**src/rtl/ps2_kbd_ctrl_pkg.sv**
```systemverilog
// Shared definitions for the PS/2 keyboard receiver: frame FSM encodings and
// the status word layout the memory controller decodes.
package ps2_kbd_ctrl_pkg;

    localparam logic [1:0] ST_IDLE   = 2'd0;
    localparam logic [1:0] ST_DATA   = 2'd1;
    localparam logic [1:0] ST_PARITY = 2'd2;
    localparam logic [1:0] ST_STOP   = 2'd3;

    localparam int STAT_NONEMPTY  = 0;
    localparam int STAT_FULL      = 1;
    localparam int STAT_OVERFLOW  = 2;
    localparam int STAT_FRAME_ERR = 3;
    localparam int STAT_COUNT_LSB = 4;
    localparam int STAT_COUNT_W   = 5;

    typedef struct packed {
        logic [6:0] rsvd;
        logic [4:0] count;
        logic       frame_err;
        logic       overflow;
        logic       full;
        logic       nonempty;
    } status_t;

endpackage

```
**src/rtl/ps2_fifo.sv**
```systemverilog
// Scan-code FIFO: circular buffer with registered full/empty flags; a push
// into a full FIFO succeeds only when a pop happens in the same cycle.
module ps2_fifo #(
    parameter int DEPTH = 8
) (
    input  logic                   clk,
    input  logic                   rst_n,
    input  logic                   push,
    input  logic                   pop,
    input  logic [7:0]             wdata,
    output logic [7:0]             rdata,
    output logic                   full,
    output logic                   empty,
    output logic [$clog2(DEPTH):0] count
);
    localparam int AW = $clog2(DEPTH);

    logic [7:0]    mem_q [DEPTH];
    logic [AW-1:0] wr_ptr_q, wr_ptr_d, rd_ptr_q, rd_ptr_d;
    logic [AW:0]   count_q, count_d;
    logic          full_q, full_d, empty_q, empty_d;
    logic          do_push, do_pop;

    always_comb begin
        do_pop   = pop & ~empty_q;
        do_push  = push & (~full_q | do_pop);
        wr_ptr_d = do_push ? wr_ptr_q + 1'b1 : wr_ptr_q;
        rd_ptr_d = do_pop  ? rd_ptr_q + 1'b1 : rd_ptr_q;
        count_d  = count_q + (AW+1)'(do_push) - (AW+1)'(do_pop);
        empty_d  = (count_d == '0);
        full_d   = (count_d == (AW+1)'(DEPTH));
    end

    always_ff @(posedge clk or negedge rst_n) begin
        if (!rst_n) begin
            wr_ptr_q <= '0;
            rd_ptr_q <= '0;
            count_q  <= '0;
            full_q   <= 1'b0;
            empty_q  <= 1'b1;
        end else begin
            wr_ptr_q <= wr_ptr_d;
            rd_ptr_q <= rd_ptr_d;
            count_q  <= count_d;
            full_q   <= full_d;
            empty_q  <= empty_d;
        end
    end

    always_ff @(posedge clk) begin
        if (do_push) mem_q[wr_ptr_q] <= wdata;
    end

    assign rdata = mem_q[rd_ptr_q];
    assign full  = full_q;
    assign empty = empty_q;
    assign count = count_q;

endmodule

```
**src/rtl/ps2_kbd_ctrl.sv**
```systemverilog
// PS/2 keyboard receiver: conditions the raw pins, decodes 11-bit frames,
// buffers good scan codes and serves data/status reads over need_to_work/work_done.
module ps2_kbd_ctrl
    import ps2_kbd_ctrl_pkg::*;
#(
    parameter int FIFO_DEPTH = 8,
    parameter int FILTER     = 4,
    parameter int TIMEOUT    = 100000
) (
    input  logic        clk,
    input  logic        rst,
    input  logic        ps2_clk,
    input  logic        ps2_data,
    input  logic        need_to_work,
    input  logic        sel,
    output logic        work_done,
    output logic [15:0] result,
    output logic        data_avail,
    output logic [1:0]  dbg_state
);
    localparam int FCW = $clog2(FILTER + 1);
    localparam int TW  = $clog2(TIMEOUT + 1);
    localparam int CW  = $clog2(FIFO_DEPTH) + 1;

    logic           clk_s1_q, clk_s2_q, dat_s1_q, dat_s2_q;
    logic           filt_q, filt_d;
    logic [FCW-1:0] filt_cnt_q, filt_cnt_d;
    logic           samp_evt;
    logic [1:0]     state_q, state_d;
    logic [2:0]     bit_cnt_q, bit_cnt_d;
    logic [7:0]     shift_q, shift_d;
    logic           par_q, par_d;
    logic [TW-1:0]  to_cnt_q, to_cnt_d;
    logic           push_q, push_d;
    logic           ferr_q, ferr_d, ferr_set;
    logic           ovf_q, ovf_d, ovf_set;
    logic           work_done_q, work_done_d;
    logic [15:0]    result_q, result_d;
    logic           rd_fire, pop, stat_clr;
    logic [7:0]     fifo_rdata;
    logic           fifo_full, fifo_empty;
    logic [CW-1:0]  fifo_count;
    status_t        status;

    // The filtered level only moves after FILTER consecutive disagreeing samples.
    always_comb begin
        filt_d     = filt_q;
        filt_cnt_d = '0;
        if (clk_s2_q != filt_q) begin
            if (filt_cnt_q == FCW'(FILTER - 1)) filt_d = clk_s2_q;
            else                                filt_cnt_d = filt_cnt_q + 1'b1;
        end
        samp_evt = filt_q & ~filt_d;
    end

    always_comb begin
        state_d   = state_q;
        bit_cnt_d = bit_cnt_q;
        shift_d   = shift_q;
        par_d     = par_q;
        push_d    = 1'b0;
        ferr_set  = 1'b0;
        to_cnt_d  = (state_q == ST_IDLE || samp_evt) ? '0 : to_cnt_q + 1'b1;
        if (samp_evt) begin
            case (state_q)
                ST_IDLE: begin
                    if (!dat_s2_q) begin
                        state_d   = ST_DATA;
                        bit_cnt_d = 3'd0;
                    end
                end
                ST_DATA: begin
                    shift_d   = {dat_s2_q, shift_q[7:1]};
                    bit_cnt_d = bit_cnt_q + 3'd1;
                    if (bit_cnt_q == 3'd7) state_d = ST_PARITY;
                end
                ST_PARITY: begin
                    par_d   = dat_s2_q;
                    state_d = ST_STOP;
                end
                default: begin
                    state_d = ST_IDLE;
                    if ((^shift_q ^ par_q) && dat_s2_q) push_d   = 1'b1;
                    else                                ferr_set = 1'b1;
                end
            endcase
        end else if (state_q != ST_IDLE && to_cnt_q >= TW'(TIMEOUT)) begin
            state_d  = ST_IDLE;
            to_cnt_d = '0;
            ferr_set = 1'b1;
        end
    end

    always_comb begin
        status           = '0;
        status.count     = 5'(fifo_count);
        status.frame_err = ferr_q;
        status.overflow  = ovf_q;
        status.full      = fifo_full;
        status.nonempty  = ~fifo_empty;

        rd_fire     = need_to_work & ~work_done_q;
        pop         = rd_fire & ~sel & ~fifo_empty;
        stat_clr    = rd_fire & sel;
        work_done_d = work_done_q ? need_to_work : rd_fire;
        result_d    = result_q;
        if (rd_fire) result_d = sel ? status : (fifo_empty ? 16'h0000 : {8'h00, fifo_rdata});

        // A flag raised in the same cycle as a status-read clear survives it.
        ovf_set = push_q & fifo_full & ~pop;
        ovf_d   = ovf_set | (ovf_q & ~stat_clr);
        ferr_d  = ferr_set | (ferr_q & ~stat_clr);
    end

    always_ff @(posedge clk or negedge rst) begin
        if (!rst) begin
            clk_s1_q    <= 1'b1;
            clk_s2_q    <= 1'b1;
            dat_s1_q    <= 1'b1;
            dat_s2_q    <= 1'b1;
            filt_q      <= 1'b1;
            filt_cnt_q  <= '0;
            state_q     <= ST_IDLE;
            bit_cnt_q   <= 3'd0;
            shift_q     <= 8'h00;
            par_q       <= 1'b0;
            to_cnt_q    <= '0;
            push_q      <= 1'b0;
            ferr_q      <= 1'b0;
            ovf_q       <= 1'b0;
            work_done_q <= 1'b0;
            result_q    <= 16'h0000;
        end else begin
            clk_s1_q    <= ps2_clk;
            clk_s2_q    <= clk_s1_q;
            dat_s1_q    <= ps2_data;
            dat_s2_q    <= dat_s1_q;
            filt_q      <= filt_d;
            filt_cnt_q  <= filt_cnt_d;
            state_q     <= state_d;
            bit_cnt_q   <= bit_cnt_d;
            shift_q     <= shift_d;
            par_q       <= par_d;
            to_cnt_q    <= to_cnt_d;
            push_q      <= push_d;
            ferr_q      <= ferr_d;
            ovf_q       <= ovf_d;
            work_done_q <= work_done_d;
            result_q    <= result_d;
        end
    end

    // shift_q holds the byte until the next frame's data bits, well after the push.
    ps2_fifo #(.DEPTH(FIFO_DEPTH)) u_fifo (
        .clk   (clk),
        .rst_n (rst),
        .push  (push_q),
        .pop   (pop),
        .wdata (shift_q),
        .rdata (fifo_rdata),
        .full  (fifo_full),
        .empty (fifo_empty),
        .count (fifo_count)
    );

    assign work_done  = work_done_q;
    assign result     = result_q;
    assign data_avail = ~fifo_empty;
    assign dbg_state  = state_q;

endmodule

```
**config.mk**
```make
export PLATFORM = sky130hd
export DESIGN_NAME = ps2_kbd_ctrl
export DESIGN_NICKNAME = d
export VERILOG_FILES = /design/src/rtl/ps2_kbd_ctrl_pkg.sv /design/src/rtl/ps2_fifo.sv /design/src/rtl/ps2_kbd_ctrl.sv
export SDC_FILE = /design/constraint.sdc
export NUM_CORES = 1
export LEC_CHECK = 0
export CAP_MARGIN = 20
export CORE_UTILIZATION = 45
export DETAILED_ROUTE_END_ITERATION = 8
export HOLD_SLACK_MARGIN = 0.03
export SLEW_MARGIN = 0
export SYNTH_ARGS = -nofsm -noshare
export SYNTH_HDL_FRONTEND = slang
export SYNTH_HIERARCHICAL = 1
export SYNTH_SLANG_ARGS = --single-unit
export TNS_END_PERCENT = 5
```
**constraint.sdc**
```tcl
create_clock -name clk -period 4.05 [get_ports clk]
set_input_delay 1.215 -clock clk [delete_from_list [all_inputs] [get_ports clk]]
set_output_delay 1.215 -clock clk [all_outputs]
set_load 0.02 [all_outputs]
```
## Word level (Yosys, flattened, before mapping)

Memories as Yosys holds them, arrays and structs flattened.
Index checks and enable logic that the tools add are counted.

| storage, ports and cells | value |
|---|---|
| RAM bits | 64 |
| memories kept | 1 |
| flip-flop bits (word level) | 71 |
| word-level logic and storage cells | 101 |
| bits of input ports | 6 |
| output and inout bits | 20 |

| operators by class | value |
|---|---|
| equal/unequal tests | 9 |
| reductions and logical operators | 14 |
| muxes and demuxes | 26 |
| bitwise operators | 22 |
| add/sub/neg operators | 7 |
| $lt $le $gt $ge | 1 |

Memories:

| name | depth | bits a word | read ports | clocked after Yosys merged registers in | wr ports | line | source |
|---|---|---|---|---|---|---|---|
| u_fifo.mem_q | 8 | 8 | 1 | 0 | 1 | ps2_fifo.sv:18 | `logic [7:0] mem_q [DEPTH];` |

Operators with widths:

| operator | number |
|---|---|
| $mux W17 | 3 |
| $add A17 B1 Y17 const B | 1 |
| $ge A17 B17 Y1 const B | 1 |
| $mux W8 | 2 |
| $add A3 B1 Y3 const B | 4 |
| $mux W1 | 12 |
| $and A1 B1 Y1 | 11 |
| $mux W3 | 3 |
| $mux W2 | 4 |
| $reduce_xor A8 Y1 | 1 |
| $not A1 Y1 | 7 |
| $ne A3 B3 Y1 const B | 2 |
| $pmux W2 S3 | 1 |
| $pmux W3 S2 | 1 |
| $reduce_and A3 Y1 | 2 |
| $reduce_bool A2 Y1 | 3 |
| $add A4 B1 Y4 | 1 |
| $eq A4 B4 Y1 const B | 1 |
| $logic_not A4 Y1 | 1 |
| $reduce_and A2 Y1 | 2 |
| $sub A4 B1 Y4 | 1 |
| $eq A3 B2 Y1 const B | 1 |
| $eq A3 B3 Y1 const B | 1 |
| $or A1 B1 Y1 | 3 |
| 9 further kinds | 10 |

## Depth between registers and ports, before layout

| depth | value |
|---|---|
| word-level depth | 10 |
| depth in mapped cells | 12 |

## Modules after synthesis

The synthesis kept the hierarchy.

Modules (own cells, without submodules):

| module | instances | seq. area each (µm²) | cells each | area each (µm²) |
|---|---|---|---|---|
| ps2_fifo | 1 | 2,223.4 | 150 | 3,104.2 |
| ps2_kbd_ctrl | 1 | 1,282.5 | 239 | 2,474.9 |

## Worst setup path after synthesis

OpenSTA, ideal clock, no wires.

| timing path | value |
|---|---|
| path type | input to register |
| start | in need_to_work |
| end | reg u_fifo.empty_q (netlist: u_fifo/empty) |
| arrival time | 3,536 ps |
| buffers on the path | 1 |
| setup slack | 456 ps |
| stages | 12 |
| cell sequence | nand2b_1 -> nor3_1 -> nor2b_1 -> clkbuf_1 -> o21ai_2 -> ha_1 -> inv_1 -> ha_1 -> fa_1 -> xor2_1 -> or3_1 -> o21ba_2 |

| between the ends | value |
|---|---|
| cells in the longest elaborated chain, start to end | 9 |

RTL lines:

| what | line | source |
|---|---|---|
| start: declaration | ps2_kbd_ctrl.sv:14 | `input logic need_to_work,` |
| $and A1 B1 Y1 * | ps2_kbd_ctrl.sv:102 | `rd_fire = need_to_work & ~work_done_q;` |
| $and A1 B1 Y1 * (2 in series) | ps2_kbd_ctrl.sv:103 | `pop = rd_fire & ~sel & ~fifo_empty;` |
| net pop | ps2_kbd_ctrl.sv:39 | `logic rd_fire, pop, stat_clr;` |
| $and A1 B1 Y1 * | ps2_fifo.sv:25 | `do_pop = pop & ~empty_q;` |
| net u_fifo.do_pop | ps2_fifo.sv:22 | `logic do_push, do_pop;` |
| $or A1 B1 Y1 | ps2_fifo.sv:26 | `do_push = push & (~full_q \| do_pop);` |
| $and A1 B1 Y1 | ps2_fifo.sv:26 |  |
| $add A4 B1 Y4 | ps2_fifo.sv:29 | `count_d = count_q + (AW+1)'(do_push) - (AW+1)'(do_pop);` |
| $sub A4 B1 Y4 * | ps2_fifo.sv:29 |  |
| net u_fifo.count_d[2] | ps2_fifo.sv:20 | `logic [AW:0] count_q, count_d;` |
| $logic_not A4 Y1 * | ps2_fifo.sv:30 | `empty_d = (count_d == '0);` |
| net u_fifo.empty_d | ps2_fifo.sv:21 | `logic full_q, full_d, empty_q, empty_d;` |
| end signal: assignment | ps2_fifo.sv:46 | `empty_q <= empty_d;` |
| end: declaration | ps2_fifo.sv:21 |  |

The timed path passes the listed nets; every way through them passes the cells marked *.
A chain may end at the register's enable or synchronous reset.

## Worst setup path after layout

| timing path | value |
|---|---|
| start | in need_to_work |
| end | reg u_fifo.empty_q (netlist: u_fifo/empty) |

| between the ends | value |
|---|---|
| cells in the longest elaborated chain, start to end | 9 |

RTL lines:

| what | line |
|---|---|
| $and A1 B1 Y1 * | ps2_kbd_ctrl.sv:102 |
| $and A1 B1 Y1 * (2 in series) | ps2_kbd_ctrl.sv:103 |
| net pop | ps2_kbd_ctrl.sv:39 |
| $and A1 B1 Y1 * | ps2_fifo.sv:25 |
| $or A1 B1 Y1 | ps2_fifo.sv:26 |
| $and A1 B1 Y1 | ps2_fifo.sv:26 |
| $add A4 B1 Y4 | ps2_fifo.sv:29 |
| $sub A4 B1 Y4 * | ps2_fifo.sv:29 |
| net u_fifo.count_d[1] | ps2_fifo.sv:20 |
| $logic_not A4 Y1 * | ps2_fifo.sv:30 |
| net u_fifo.empty_d | ps2_fifo.sv:21 |

Marked as above.

==> results.cfg <==
[status]
run_status = completed

[final_layout]
post-route-util_pct = 54.6
post_route_cells_drive_above_1_share_pct = 18.0
n_antenna_cell = 0
num-nets-final = 448
flow.area_growth_from_synthesis_pct = 18.1

[sta]
finalHoldViolCount = 0
final-setup-viol-count = 0
finalWorstPathRequiredPeriod_ns = 3.65
final.period_utilization_pct = 90.0
setup_skew_after_layout_ns = 0.0104
relSlewSlack_pct = 36.8
final.setup.tns_ns = 0
tightest_slew_ns = 0.947
fmax_mhz = 274
timing.final.max_slew_violations = 0
grt_setup_unrepaired = no

[grt]
grt_start_max_net_pins = 63
global_route_wire_length_before_repair_mm = 16.2
first_global_vias = 3187
overflow = 0
number_of_antenna_violations_at_the_first_check_in_global_routing = 0
grtUsageTotal_pct = 16.9

[die]
initial_core_utilization_pct = 46.3
design.die.area_um2 = 12800
top_level_ports = 26
core_um2 = 12100
core.rowCount = 40
chipHeight_um = 113
chipWidth_um = 113

[critical_path]
critical_path.top_delay_family = simple AND/OR/NAND/NOR gates
critical_path.startpoint_type = input port
slack_of_the_worst_reg_to_reg_path_ns = 1.21
critical-path-max-stage-delay_ns = 0.48
r2r_end = u_fifo/empty$_DFF_PN1_
critPathRequiredTime_ns = 4.40
cp_num_buf_inv = 3
crit_path_end = u_fifo/empty$_DFF_PN1_
critical_path_depth = 11
crit_top_cell = ha_1
endpoint_kind = register
reg2reg_from = work_done$_DFF_PN0_
timing.reg2reg.worst_path_depth = 10
setup.worst_path.class = in -> reg
cp_data_arrival_time_ns = 3.99
worstSetupStartpoint = need_to_work
cp_max_stage_cell = clkdlybuf4s50_1
path_max_fanout = 6
crit_chain = clkdlybuf4s50_1 > nand2b_1 > nor3_1 > nor2b_1 > buf_4 > ha_1 > inv_1 > ha_1 > fa_1 > or3_1 > o21ba_2

[detailed_routing]
wire_per_inst_um = 15.8
drc = 0
firstDrtPassIters = 4
wl_mm = 9.59
drtIter0Drc = 148
route.vias.total = 3124
detail_route.vias_per_cell = 5.15
ant_nets = 0

[power_and_ir_drop]
power.internal_uw = 2840
powerDensity_nw_per_um2 = 583
power.clock.fraction_pct = 42.3
power.share.switching_pct = 26.1
cellLeakagePower_uw = 0.00265
power_switching_uw = 1000
pwr-share-seq_pct = 42.3
p_comb_share_pct = 15.3
power.ir.vdd_worst_uv = 305

[flow_run]
cap_violations = 0

[logic_synthesis]
dominantRegCellSynth = edfxtp_1
syn_inst = 389
yosysUniqueCellTypes = 49
commonest_cells_in_the_netlist = edfxtp_1 (64), dfrtp_1 (57), nor2_1 (43)
postSynthRegisterBits = 127
post_synth_top_area_share_pct = 34.4
synth_edf_count = 64
synth_largest_area_cell = edfxtp_1
synth_seq_area_share_pct = 62.8
yosys_warnings = 6
yosysMostFrequentCell = edfxtp_1
synth-async-reset-ratio_pct = 49.6
synth.cell_area_um2 = 5580
synthTopCellsByArea = edfxtp_1 (34%), dfrtp_1 (26%), mux4_1 (7.5%)
postSynthAreaPerCell_um2 = 14.3

[placed_design]
dp.final_hpwl_mm = 6.37
place.port_buffers = 17
place_congestion = 0.756

[cts]
htree_num_levels = 4
cts.repair.resized = 0
clk_latency_ns = 0.40
cts_tree = built
cts.sink_count = 127
cts-root-to-sink-buffers = 2
root_buffer = clkbuf_16
cts_inserted_buffers = 17
ctsHoldBuffers = 0
clk_pin_slew_worst_paths_ns = 0.05
post_cts_setup_bufs = 0

[worst_hold_path]
hp-class = reg -> reg
-- stage by stage --
step                cell area [um2]  setup WS, ns  instances  total power (uW)  hold WS [ns]
floorplan                      5610         0.456        396              2080         0.345
global placement               5950        0.0345        575              2230         0.345
detailed placement             5950        0.0189        575              2250         0.348
CTS                            6590         0.413        607              3890         0.356
global route                   6590         0.250        607              4020         0.358
finish                         6590         0.404        607              3840         0.354
-- power by group through the flow --
stage | Clock [uW] | Sequential (uW) | Combinational [uW]
finish | 1630 | 1630 | 589
global route | 1720 | 1650 | 651
CTS | 1660 | 1630 | 597
detailed placement | 0 | 1660 | 592
global placement | 0 | 1660 | 574
floorplan | 0 | 1570 | 508
-- routing by layer --
metal / vias up / routed length [um] / GRT usage [%]
li1: 1489 / - / -
met1: 1576 / 4470 / 22.0
met2: 50 / 4740 / 27.4
met3: 9 / 260 / 3.54
met4: 0 / 122 / 7.37
met5: - / 0 / 0
-- worst min path at each step --
stage | startpoint | endpoint | cells after the start | slack [ns]
final | dat_s1_q$_DFF_PN1_ | dat_s2_q$_DFF_PN1_ | 0 | 0.35
after global placement | clk_s1_q$_DFF_PN1_ | clk_s2_q$_DFF_PN1_ | 0 | 0.35
after global routing | clk_s1_q$_DFF_PN1_ | clk_s2_q$_DFF_PN1_ | 0 | 0.36
after floorplan | clk_s1_q$_DFF_PN1_ | clk_s2_q$_DFF_PN1_ | 0 | 0.35
after detailed placement | dat_s1_q$_DFF_PN1_ | dat_s2_q$_DFF_PN1_ | 0 | 0.35
after CTS | clk_s1_q$_DFF_PN1_ | clk_s2_q$_DFF_PN1_ | 0 | 0.36
-- layout make-up --
class | count | area (um2)
clock buffer | 17 | 425
clock inverter | 15 | 219
fill | 1008 | 5470
inverter | 14 | 52.6
multi-input combinational | 235 | 1910
sequential | 127 | 3510
tap | 168 | 210
timing repair buffer | 31 | 270
-- sequential cells by signal, summed over array words and instances (netlist names), 4 cells and up --
name	flops
result	8
shift_q	8
to_cnt_q	17
u_fifo/count	4
u_fifo/mem_q	64
-- placed cells by master, fill, tap and decap left out, types with 15 or more instances in the layout --
cell type / synthesis / final
clkbuf_16: 0 / 17
clkdlybuf4s50_1: 0 / 16
dfrtp_1: 57 / 57
edfxtp_1: 64 / 64
ha_1: 15 / 15
mux2_2: 18 / 18
mux4_1: 16 / 16
nand2_1: 21 / 21
nor2_1: 43 / 43
-- kinds of logic (layout without fill, tap and decap cells) --
| kind of cell | Yosys count | after routing | synth area share (%) |
|---|---|---|---|
| flops | 127 | 127 | 62.8 |
| simple gates | 115 | 115 | 9.82 |
| compound gates | 34 | 34 | 4.31 |
| mux | 34 | 34 | 11.2 |
| buf+inv | 34 | 77 | 3.43 |
| xor+xnor | 28 | 28 | 4.64 |
| fa+ha+maj | 16 | 16 | 3.72 |
| other cells | 1 | 8 | 0.0672 |
No activity file was read; power rests on OpenSTA's default activity.
